`config.mk`:
```
export PLATFORM = sky130hd
export DESIGN_NAME = axi_ar_arbiter_flat
export DESIGN_NICKNAME = d
export VERILOG_FILES = /design/src/rtl/axi_ar_arbiter_if.sv /design/src/rtl/axi_ar_arbiter.sv /design/src/flat_wrapper.sv
export SDC_FILE = /design/constraint.sdc
export NUM_CORES = 1
export LEC_CHECK = 0
export CAP_MARGIN = 30
export CORE_UTILIZATION = 36
export CTS_CLUSTER_SIZE = 28
export DETAILED_ROUTE_END_ITERATION = 12
export GPL_ROUTABILITY_DRIVEN = 0
export PLACE_DENSITY = 0.93
export SYNTH_ARGS = -nofsm -noshare
export SYNTH_HDL_FRONTEND = slang
export SYNTH_SLANG_ARGS = --single-unit
```
`constraint.sdc`:
```
create_clock -name ACLK -period 2 [get_ports ACLK]
set_clock_uncertainty 0.2 [all_clocks]
set_input_delay 0.6 -clock ACLK [delete_from_list [all_inputs] [get_ports ACLK]]
set_output_delay 0.6 -clock ACLK [all_outputs]
set_load 0.02 [all_outputs]
```
`src/rtl/axi_ar_arbiter_if.sv`:
```
// AR-channel bundle for the two-master read-address arbiter: both master AR ports,
// the shared slave-side AR bus, the observed slave R handshake and the DECERR responder.
interface axi_ar_arbiter_if #(
  parameter int ID_W   = 4,
  parameter int IDS_W  = 8,
  parameter int ADDR_W = 32,
  parameter int LEN_W  = 4,
  parameter int SIZE_W = 3,
  parameter int DATA_W = 32
);
  logic [ID_W-1:0]   ARID_M0, ARID_M1;
  logic [ADDR_W-1:0] ARADDR_M0, ARADDR_M1;
  logic [LEN_W-1:0]  ARLEN_M0, ARLEN_M1;
  logic [SIZE_W-1:0] ARSIZE_M0, ARSIZE_M1;
  logic [1:0]        ARBURST_M0, ARBURST_M1;
  logic              ARVALID_M0, ARVALID_M1;
  logic              ARREADY_M0, ARREADY_M1;

  logic [IDS_W-1:0]  ARID_S;
  logic [ADDR_W-1:0] ARADDR_S;
  logic [LEN_W-1:0]  ARLEN_S;
  logic [SIZE_W-1:0] ARSIZE_S;
  logic [1:0]        ARBURST_S;
  logic              ARVALID_S, ARREADY_S;
  logic              RVALID_S, RREADY_S, RLAST_S;

  logic [1:0]        GRANT;
  logic [IDS_W-1:0]  RID_D;
  logic [DATA_W-1:0] RDATA_D;
  logic [1:0]        RRESP_D;
  logic              RLAST_D, RVALID_D, RREADY_D;

  // Arbiter side: accepts master requests, drives the decoder and the DECERR beats.
  modport slave (
    input  ARID_M0, ARADDR_M0, ARLEN_M0, ARSIZE_M0, ARBURST_M0, ARVALID_M0,
    input  ARID_M1, ARADDR_M1, ARLEN_M1, ARSIZE_M1, ARBURST_M1, ARVALID_M1,
    output ARREADY_M0, ARREADY_M1,
    output ARID_S, ARADDR_S, ARLEN_S, ARSIZE_S, ARBURST_S, ARVALID_S,
    input  ARREADY_S, RVALID_S, RREADY_S, RLAST_S,
    output GRANT, RID_D, RDATA_D, RRESP_D, RLAST_D, RVALID_D,
    input  RREADY_D
  );

  // Environment side: masters, decoder/slave and the R-path consumer.
  modport master (
    output ARID_M0, ARADDR_M0, ARLEN_M0, ARSIZE_M0, ARBURST_M0, ARVALID_M0,
    output ARID_M1, ARADDR_M1, ARLEN_M1, ARSIZE_M1, ARBURST_M1, ARVALID_M1,
    input  ARREADY_M0, ARREADY_M1,
    input  ARID_S, ARADDR_S, ARLEN_S, ARSIZE_S, ARBURST_S, ARVALID_S,
    output ARREADY_S, RVALID_S, RREADY_S, RLAST_S,
    input  GRANT, RID_D, RDATA_D, RRESP_D, RLAST_D, RVALID_D,
    output RREADY_D
  );
endinterface

```
`src/rtl/axi_ar_arbiter.sv`:
```
// Round-robin AR arbiter for two masters; holds the grant until the burst's last R beat
// and answers unmapped addresses itself with DECERR beats.
module axi_ar_arbiter #(
  parameter int ID_W   = 4,
  parameter int IDS_W  = 8,
  parameter int ADDR_W = 32,
  parameter int LEN_W  = 4,
  parameter int SIZE_W = 3,
  parameter int DATA_W = 32,
  parameter logic [ADDR_W-1:0] MAP_TOP = 'h1_FFFF
) (
  input logic             ACLK,
  input logic             ARESETn,
  axi_ar_arbiter_if.slave bus
);
  // state | meaning
  // IDLE  | no owner, arbitrating master requests
  // ADDR  | presenting latched request to the decoder
  // DATA  | waiting for the slave's last R beat
  // DERR  | unmapped address, returning DECERR beats locally
  typedef enum logic [1:0] {IDLE, ADDR, DATA, DERR} state_t;

  localparam int TAG_W = IDS_W - ID_W;

  state_t            r_state, w_next;
  logic              r_last_m1;
  logic [1:0]        r_grant;
  logic [IDS_W-1:0]  r_id;
  logic [ADDR_W-1:0] r_addr;
  logic [LEN_W-1:0]  r_len;
  logic [SIZE_W-1:0] r_size;
  logic [1:0]        r_burst;
  logic [LEN_W-1:0]  r_cnt;
  logic              w_rdy0, w_rdy1, w_derr_last;

  assign w_derr_last = (r_cnt == r_len);

  always_ff @(posedge ACLK) begin
    if (!ARESETn) r_state <= IDLE;
    else          r_state <= w_next;
  end

  always_comb begin
    w_next = r_state;
    w_rdy0 = 1'b0;
    w_rdy1 = 1'b0;
    case (r_state)
      IDLE: begin
        // last owner yields on a tie
        w_rdy0 = bus.ARVALID_M0 & (~bus.ARVALID_M1 | r_last_m1);
        w_rdy1 = bus.ARVALID_M1 & (~bus.ARVALID_M0 | ~r_last_m1);
        if (w_rdy0)      w_next = (bus.ARADDR_M0 <= MAP_TOP) ? ADDR : DERR;
        else if (w_rdy1) w_next = (bus.ARADDR_M1 <= MAP_TOP) ? ADDR : DERR;
      end
      ADDR: if (bus.ARREADY_S) w_next = DATA;
      DATA: if (bus.RVALID_S & bus.RREADY_S & bus.RLAST_S) w_next = IDLE;
      DERR: if (bus.RREADY_D & w_derr_last) w_next = IDLE;
      default: w_next = IDLE;
    endcase
  end

  always_ff @(posedge ACLK) begin
    if (!ARESETn) begin
      r_last_m1 <= 1'b1;
      r_grant   <= 2'b00;
      r_id      <= '0;
      r_addr    <= '0;
      r_len     <= '0;
      r_size    <= '0;
      r_burst   <= '0;
      r_cnt     <= '0;
    end else begin
      if (w_rdy0) begin
        r_id      <= {TAG_W'(0), bus.ARID_M0};
        r_addr    <= bus.ARADDR_M0;
        r_len     <= bus.ARLEN_M0;
        r_size    <= bus.ARSIZE_M0;
        r_burst   <= bus.ARBURST_M0;
        r_grant   <= 2'b01;
        r_last_m1 <= 1'b0;
      end else if (w_rdy1) begin
        r_id      <= {TAG_W'(1), bus.ARID_M1};
        r_addr    <= bus.ARADDR_M1;
        r_len     <= bus.ARLEN_M1;
        r_size    <= bus.ARSIZE_M1;
        r_burst   <= bus.ARBURST_M1;
        r_grant   <= 2'b10;
        r_last_m1 <= 1'b1;
      end
      if (r_state != IDLE && w_next == IDLE) r_grant <= 2'b00;
      if (r_state == DERR && bus.RREADY_D)
        r_cnt <= w_derr_last ? '0 : r_cnt + 1'b1;
    end
  end

  assign bus.ARREADY_M0 = w_rdy0;
  assign bus.ARREADY_M1 = w_rdy1;
  assign bus.ARID_S     = r_id;
  assign bus.ARADDR_S   = r_addr;
  assign bus.ARLEN_S    = r_len;
  assign bus.ARSIZE_S   = r_size;
  assign bus.ARBURST_S  = r_burst;
  assign bus.ARVALID_S  = (r_state == ADDR);
  assign bus.GRANT      = r_grant;
  assign bus.RID_D      = r_id;
  assign bus.RDATA_D    = '0;
  assign bus.RVALID_D   = (r_state == DERR);
  assign bus.RRESP_D    = {2{bus.RVALID_D}};
  assign bus.RLAST_D    = bus.RVALID_D & w_derr_last;
endmodule

```
`src/flat_wrapper.sv`:
```
// flat-port wrapper written by rule: the top's interface ports become plain ports
module axi_ar_arbiter_flat 
#(
  parameter int ID_W   = 4,
  parameter int IDS_W  = 8,
  parameter int ADDR_W = 32,
  parameter int LEN_W  = 4,
  parameter int SIZE_W = 3,
  parameter int DATA_W = 32,
  parameter logic [ADDR_W-1:0] MAP_TOP = 'h1_FFFF
)
  (ACLK, ARESETn, bus_ARID_M0, bus_ARADDR_M0, bus_ARLEN_M0, bus_ARSIZE_M0, bus_ARBURST_M0, bus_ARVALID_M0, bus_ARID_M1, bus_ARADDR_M1, bus_ARLEN_M1, bus_ARSIZE_M1, bus_ARBURST_M1, bus_ARVALID_M1, bus_ARREADY_M0, bus_ARREADY_M1, bus_ARID_S, bus_ARADDR_S, bus_ARLEN_S, bus_ARSIZE_S, bus_ARBURST_S, bus_ARVALID_S, bus_ARREADY_S, bus_RVALID_S, bus_RREADY_S, bus_RLAST_S, bus_GRANT, bus_RID_D, bus_RDATA_D, bus_RRESP_D, bus_RLAST_D, bus_RVALID_D, bus_RREADY_D);
  axi_ar_arbiter_if #(.ID_W(ID_W), .IDS_W(IDS_W), .ADDR_W(ADDR_W), .LEN_W(LEN_W), .SIZE_W(SIZE_W), .DATA_W(DATA_W)) bus_i ();
  input logic ACLK;
  input logic ARESETn;
  input wire logic [$bits(bus_i.ARID_M0)-1:0] bus_ARID_M0;
  input wire logic [$bits(bus_i.ARADDR_M0)-1:0] bus_ARADDR_M0;
  input wire logic [$bits(bus_i.ARLEN_M0)-1:0] bus_ARLEN_M0;
  input wire logic [$bits(bus_i.ARSIZE_M0)-1:0] bus_ARSIZE_M0;
  input wire logic [$bits(bus_i.ARBURST_M0)-1:0] bus_ARBURST_M0;
  input wire logic [$bits(bus_i.ARVALID_M0)-1:0] bus_ARVALID_M0;
  input wire logic [$bits(bus_i.ARID_M1)-1:0] bus_ARID_M1;
  input wire logic [$bits(bus_i.ARADDR_M1)-1:0] bus_ARADDR_M1;
  input wire logic [$bits(bus_i.ARLEN_M1)-1:0] bus_ARLEN_M1;
  input wire logic [$bits(bus_i.ARSIZE_M1)-1:0] bus_ARSIZE_M1;
  input wire logic [$bits(bus_i.ARBURST_M1)-1:0] bus_ARBURST_M1;
  input wire logic [$bits(bus_i.ARVALID_M1)-1:0] bus_ARVALID_M1;
  output wire logic [$bits(bus_i.ARREADY_M0)-1:0] bus_ARREADY_M0;
  output wire logic [$bits(bus_i.ARREADY_M1)-1:0] bus_ARREADY_M1;
  output wire logic [$bits(bus_i.ARID_S)-1:0] bus_ARID_S;
  output wire logic [$bits(bus_i.ARADDR_S)-1:0] bus_ARADDR_S;
  output wire logic [$bits(bus_i.ARLEN_S)-1:0] bus_ARLEN_S;
  output wire logic [$bits(bus_i.ARSIZE_S)-1:0] bus_ARSIZE_S;
  output wire logic [$bits(bus_i.ARBURST_S)-1:0] bus_ARBURST_S;
  output wire logic [$bits(bus_i.ARVALID_S)-1:0] bus_ARVALID_S;
  input wire logic [$bits(bus_i.ARREADY_S)-1:0] bus_ARREADY_S;
  input wire logic [$bits(bus_i.RVALID_S)-1:0] bus_RVALID_S;
  input wire logic [$bits(bus_i.RREADY_S)-1:0] bus_RREADY_S;
  input wire logic [$bits(bus_i.RLAST_S)-1:0] bus_RLAST_S;
  output wire logic [$bits(bus_i.GRANT)-1:0] bus_GRANT;
  output wire logic [$bits(bus_i.RID_D)-1:0] bus_RID_D;
  output wire logic [$bits(bus_i.RDATA_D)-1:0] bus_RDATA_D;
  output wire logic [$bits(bus_i.RRESP_D)-1:0] bus_RRESP_D;
  output wire logic [$bits(bus_i.RLAST_D)-1:0] bus_RLAST_D;
  output wire logic [$bits(bus_i.RVALID_D)-1:0] bus_RVALID_D;
  input wire logic [$bits(bus_i.RREADY_D)-1:0] bus_RREADY_D;
  assign bus_i.ARID_M0 = bus_ARID_M0;
  assign bus_i.ARADDR_M0 = bus_ARADDR_M0;
  assign bus_i.ARLEN_M0 = bus_ARLEN_M0;
  assign bus_i.ARSIZE_M0 = bus_ARSIZE_M0;
  assign bus_i.ARBURST_M0 = bus_ARBURST_M0;
  assign bus_i.ARVALID_M0 = bus_ARVALID_M0;
  assign bus_i.ARID_M1 = bus_ARID_M1;
  assign bus_i.ARADDR_M1 = bus_ARADDR_M1;
  assign bus_i.ARLEN_M1 = bus_ARLEN_M1;
  assign bus_i.ARSIZE_M1 = bus_ARSIZE_M1;
  assign bus_i.ARBURST_M1 = bus_ARBURST_M1;
  assign bus_i.ARVALID_M1 = bus_ARVALID_M1;
  assign bus_ARREADY_M0 = bus_i.ARREADY_M0;
  assign bus_ARREADY_M1 = bus_i.ARREADY_M1;
  assign bus_ARID_S = bus_i.ARID_S;
  assign bus_ARADDR_S = bus_i.ARADDR_S;
  assign bus_ARLEN_S = bus_i.ARLEN_S;
  assign bus_ARSIZE_S = bus_i.ARSIZE_S;
  assign bus_ARBURST_S = bus_i.ARBURST_S;
  assign bus_ARVALID_S = bus_i.ARVALID_S;
  assign bus_i.ARREADY_S = bus_ARREADY_S;
  assign bus_i.RVALID_S = bus_RVALID_S;
  assign bus_i.RREADY_S = bus_RREADY_S;
  assign bus_i.RLAST_S = bus_RLAST_S;
  assign bus_GRANT = bus_i.GRANT;
  assign bus_RID_D = bus_i.RID_D;
  assign bus_RDATA_D = bus_i.RDATA_D;
  assign bus_RRESP_D = bus_i.RRESP_D;
  assign bus_RLAST_D = bus_i.RLAST_D;
  assign bus_RVALID_D = bus_i.RVALID_D;
  assign bus_i.RREADY_D = bus_RREADY_D;
  axi_ar_arbiter #(.ID_W(ID_W), .IDS_W(IDS_W), .ADDR_W(ADDR_W), .LEN_W(LEN_W), .SIZE_W(SIZE_W), .DATA_W(DATA_W), .MAP_TOP(MAP_TOP)) u_core (.ACLK(ACLK), .ARESETn(ARESETn), .bus(bus_i));
endmodule
```
==> flow_metrics.py <==
metrics = {
    "status": {
        "status": "finished with violations",
        "violations": "setup timing",
    },
    "pwr": {
        "power.density_mw_per_mm2": 1029,
        "p_leak_uw": 0.002037,
        "peakVddDrop_mv": 0.4058,
    },
    "worst_setup_path": {
        "endpoint_kind": "primary output",
        "r2r-start": "u_core.r_state[0]",
        "crit_arrival_ns": 1.41,
        "r2r_slack_ns": 0.17,
        "slowest_delay_ns": 0.34,
        "path_cells": "xor2_1 > nor4_4 > and2_4 > buf_6",
        "timing.rr.end": "u_core.bus.ARADDR_S[2]",
        "crit_slowest_cell": "dfxtp_2",
        "cp.required_ns": 1.20,
        "cp_max_fo": 2,
        "crit_type": "reg2out",
        "rr_worst_depth": 6,
        "cp-start-kind": "flip-flop",
    },
    "layout": {
        "layout.nets": 641,
        "final_area_sq_mm": 0.004647,
        "n_antenna_cell": 0,
        "layout-drive-gt1-share": 0.1513,
        "area_growth_pct": 58.31,
    },
    "route": {
        "ant_nets": 0,
        "drtIter0Drc": 110,
        "wl_per_cell_um": 14.33,
        "dr.pass1.iters": 4,
        "vias": 3201,
        "viasPerCell": 4.970,
        "drc": 0,
        "wl_mm": 9.230,
    },
    "logic_synthesis": {
        "yosys.area_share.simple": 0.2553,
        "synth_warnings": 0,
        "netlist_instances": 373,
        "synth_compound_area_frac": 0.1786,
        "synth_top_family_by_area": "simple AND/OR/NAND/NOR gates",
        "syn_avg_cell_area_sq_um": 7.869,
        "synthXorXnorAreaFrac": 0.01705,
        "synth_seq_cells": 55,
        "synthAdderAreaFrac": 0.004263,
        "ys_seq_area_frac": 0.3751,
        "yosys.cell_types.count": 40,
        "netlist_area_sq_mm": 0.002935,
        "synthMuxAreaShare": 0,
    },
    "sta": {
        "fin_crit_ns": 2.210,
        "worst_slack_ns": -0.2098,
        "whs_ns": 0.2798,
        "relSlewSlack": 0.6407,
        "worst_slew_pin_slew_ns": 0.5390,
        "setup_viol": 1,
        "finalHoldViolations": 0,
        "maxSlewViolCount": 0,
        "finalCritPeriodShare": 1.105,
        "max_freq_ghz": 0.4525,
        "grt_setup_unrepaired": "yes",
    },
    "global_routing": {
        "grtUsageTotal": 0.2146,
        "grt_max_degree": 91,
        "grt_pass1_wl_mm": 14.66,
        "antenna_found_initial": 0,
        "grt_pass1_vias": 3108,
        "grt_overflow": 0,
    },
    "clocking": {
        "clock-sinks": 55,
        "numCtsBuffers": 5,
        "clock-root-buffer": "clkbuf_8",
        "clk_pin_slew_ns": 0.09,
        "cts_hold_buf": 0,
        "cts.path.max_buffers": 2,
        "insertion_delay_ns": 0.30,
        "htree_levels": 2,
        "tritoncts": "yes",
    },
    "min_path": {
        "worstHoldPathType": "reg2reg",
        "min_from": "u_core.bus.ARID_S[3]",
        "hold_path_end": "u_core.bus.ARID_S[3]",
        "min_path_cells": 2,
    },
    "floorplan": {
        "placementRows": 32,
        "fp.dieW_um": 92.30,
        "die_h_um": 92.30,
        "io_pins": 197,
        "core_region_area_sq_mm": 0.007807,
        "initial_core_util": 0.3760,
        "die_area_sq_mm": 0.008518,
    },
    "place": {
        "place.detailed.hpwl_mm": 6.704,
        "io_buffer_count": 158,
        "dpl_cell_area_sq_mm": 0.004592,
    },
    "job": {
        "maxCapViolCount": 0,
    },
}
-- Yosys cell counts (all sizes together) --
master   number  share of area
or4           1         0.0026
a211oi        1         0.0026
nand3b        3         0.0077
nor2         46          0.061
nor2b         1         0.0021
ha            1         0.0043
o21ai         1         0.0017
a311oi       44           0.13
clkinv        1         0.0013
nand2        96           0.12
a2111oi       1         0.0030
and3          1         0.0021
inv           3         0.0038
a31o          4          0.012
and2          2         0.0055
nand4b        1         0.0030
a22oi         2         0.0051
or3           1         0.0026
clkbuf        9          0.012
buf          63           0.15
nand2b        1         0.0021
conb          1         0.0013
nor3          5         0.0085
dfxtp        55           0.38
nand3         4         0.0085
a21o          1         0.0030
o211ai        3         0.0077
xor2          4          0.017
a31oi         1         0.0021
a21oi         6          0.010
nand4         3         0.0064
nor4          7          0.020
-- area by class of cell --
class | count | area [sq um]
timing repair buffer | 196 | 1788
inverter | 4 | 15.01
fill | 694 | 3161
sequential | 55 | 1112
tap | 102 | 127.6
clock inverter | 1 | 5.005
multi-input combinational | 279 | 1523
clock buffer | 7 | 76.32
-- cells in the final DEF, fill, tap and decap left out, types with 2 or more instances in the layout --
cell,count
a21oi_1,6
dlygate4sd2_1,52
nand4_1,3
buf_4,36
xor2_2,3
conb_1,38
dfxtp_2,6
nand3_1,2
clkbuf_1,2
nor2_1,45
buf_2,2
buf_6,4
a311oi_1,44
nand2_1,95
clkbuf_2,4
o211ai_1,3
inv_2,2
nor3_1,5
dfxtp_1,48
nor4_1,5
clkbuf_8,5
clkdlybuf4s50_1,96
nand3b_1,3
a31o_2,4
and2_4,2
-- power breakdown --
group	switching, uW	internal, uW	leakage [uW]
registers	204	1440	0.000456
logic	1480	1060	0.00154
clock network	347	247	0.0000422
total	2030	2750	0.00204
-- metrics by stage --
stage                 util  total power [uW]  TNS, ns  setup slack (ns)  cells
floorplan                -              3220        0          0.004404    410
detailed placement  0.5881              4394   -36.38           -0.7872    634
global placement    0.5881              4310   -30.34           -0.7575    634
CTS                 0.5939              4789  -0.2394           -0.2394    642
finish              0.5952              4781  -0.2098           -0.2098    644
global route        0.5952              5107  -0.3187           -0.2792    644
-- logic make-up (layout without fill, tap and decap cells) --
logic type | after synthesis | count (layout)
simple gates | 172 | 172
buf+inv | 76 | 208
compound gates | 64 | 64
flops | 55 | 55
xor+xnor | 4 | 4
fa+ha+maj | 1 | 1
other cells | 1 | 38
-- flip-flops by register name, summed over array words and instances (netlist names) --
name,count
u_core.bus.ARADDR_S,32
u_core.bus.ARID_S,5
u_core.bus.ARLEN_S,4
u_core.r_cnt,4
u_core.bus.ARSIZE_S,3
u_core.bus.ARBURST_S,2
u_core.bus.GRANT,2
u_core.r_state,2
u_core.r_last_m1,1
-- worst max-delay path: cells and delay by family (launching register included) --
kind | cells | cell delay (ns)
XOR/XNOR | 1 | 0.19
buffers and inverters | 1 | 0.11
flip-flops | 1 | 0.34
AND/OR/NAND/NOR | 2 | 0.48
-- metal layers --
layer / vias up / wire length [um] / share of wire / GRT usage
li1: 1544 / - / - / -
met1: 1492 / 3648 / 0.40 / 0.2410
met5: - / 0 / 0 / 0
met4: 0 / 174 / 0.019 / 0.07552
met3: 16 / 731 / 0.079 / 0.05583
met2: 149 / 4675 / 0.51 / 0.3899
-- how the worst max path moves through the flow --
| stage | slack (ns) | cells after the start | startpoint | to |
|---|---|---|---|---|
| floorplan | 0.004 | 3 | u_core.bus.ARLEN_S[3] | bus_RLAST_D |
| global placement | -0.76 | 5 | bus_ARVALID_M0 | bus_ARREADY_M1 |
| detailed placement | -0.79 | 5 | bus_ARVALID_M1 | bus_ARREADY_M0 |
| CTS | -0.24 | 4 | u_core.r_cnt[1] | bus_RLAST_D |
| global route | -0.28 | 4 | u_core.bus.ARLEN_S[3] | bus_RLAST_D |
| finish | -0.21 | 4 | u_core.bus.ARLEN_S[3] | bus_RLAST_D |
-- timing repair --
item                                    4_1_cts  5_1_grt
buffers inserted                              0        2
resized for setup                            99        9
endpoints found under the setup margin      109       39
hold endpoints to repair                      0        0
pin swaps                                     5        4
No activity file was read; power rests on OpenSTA's default activity.
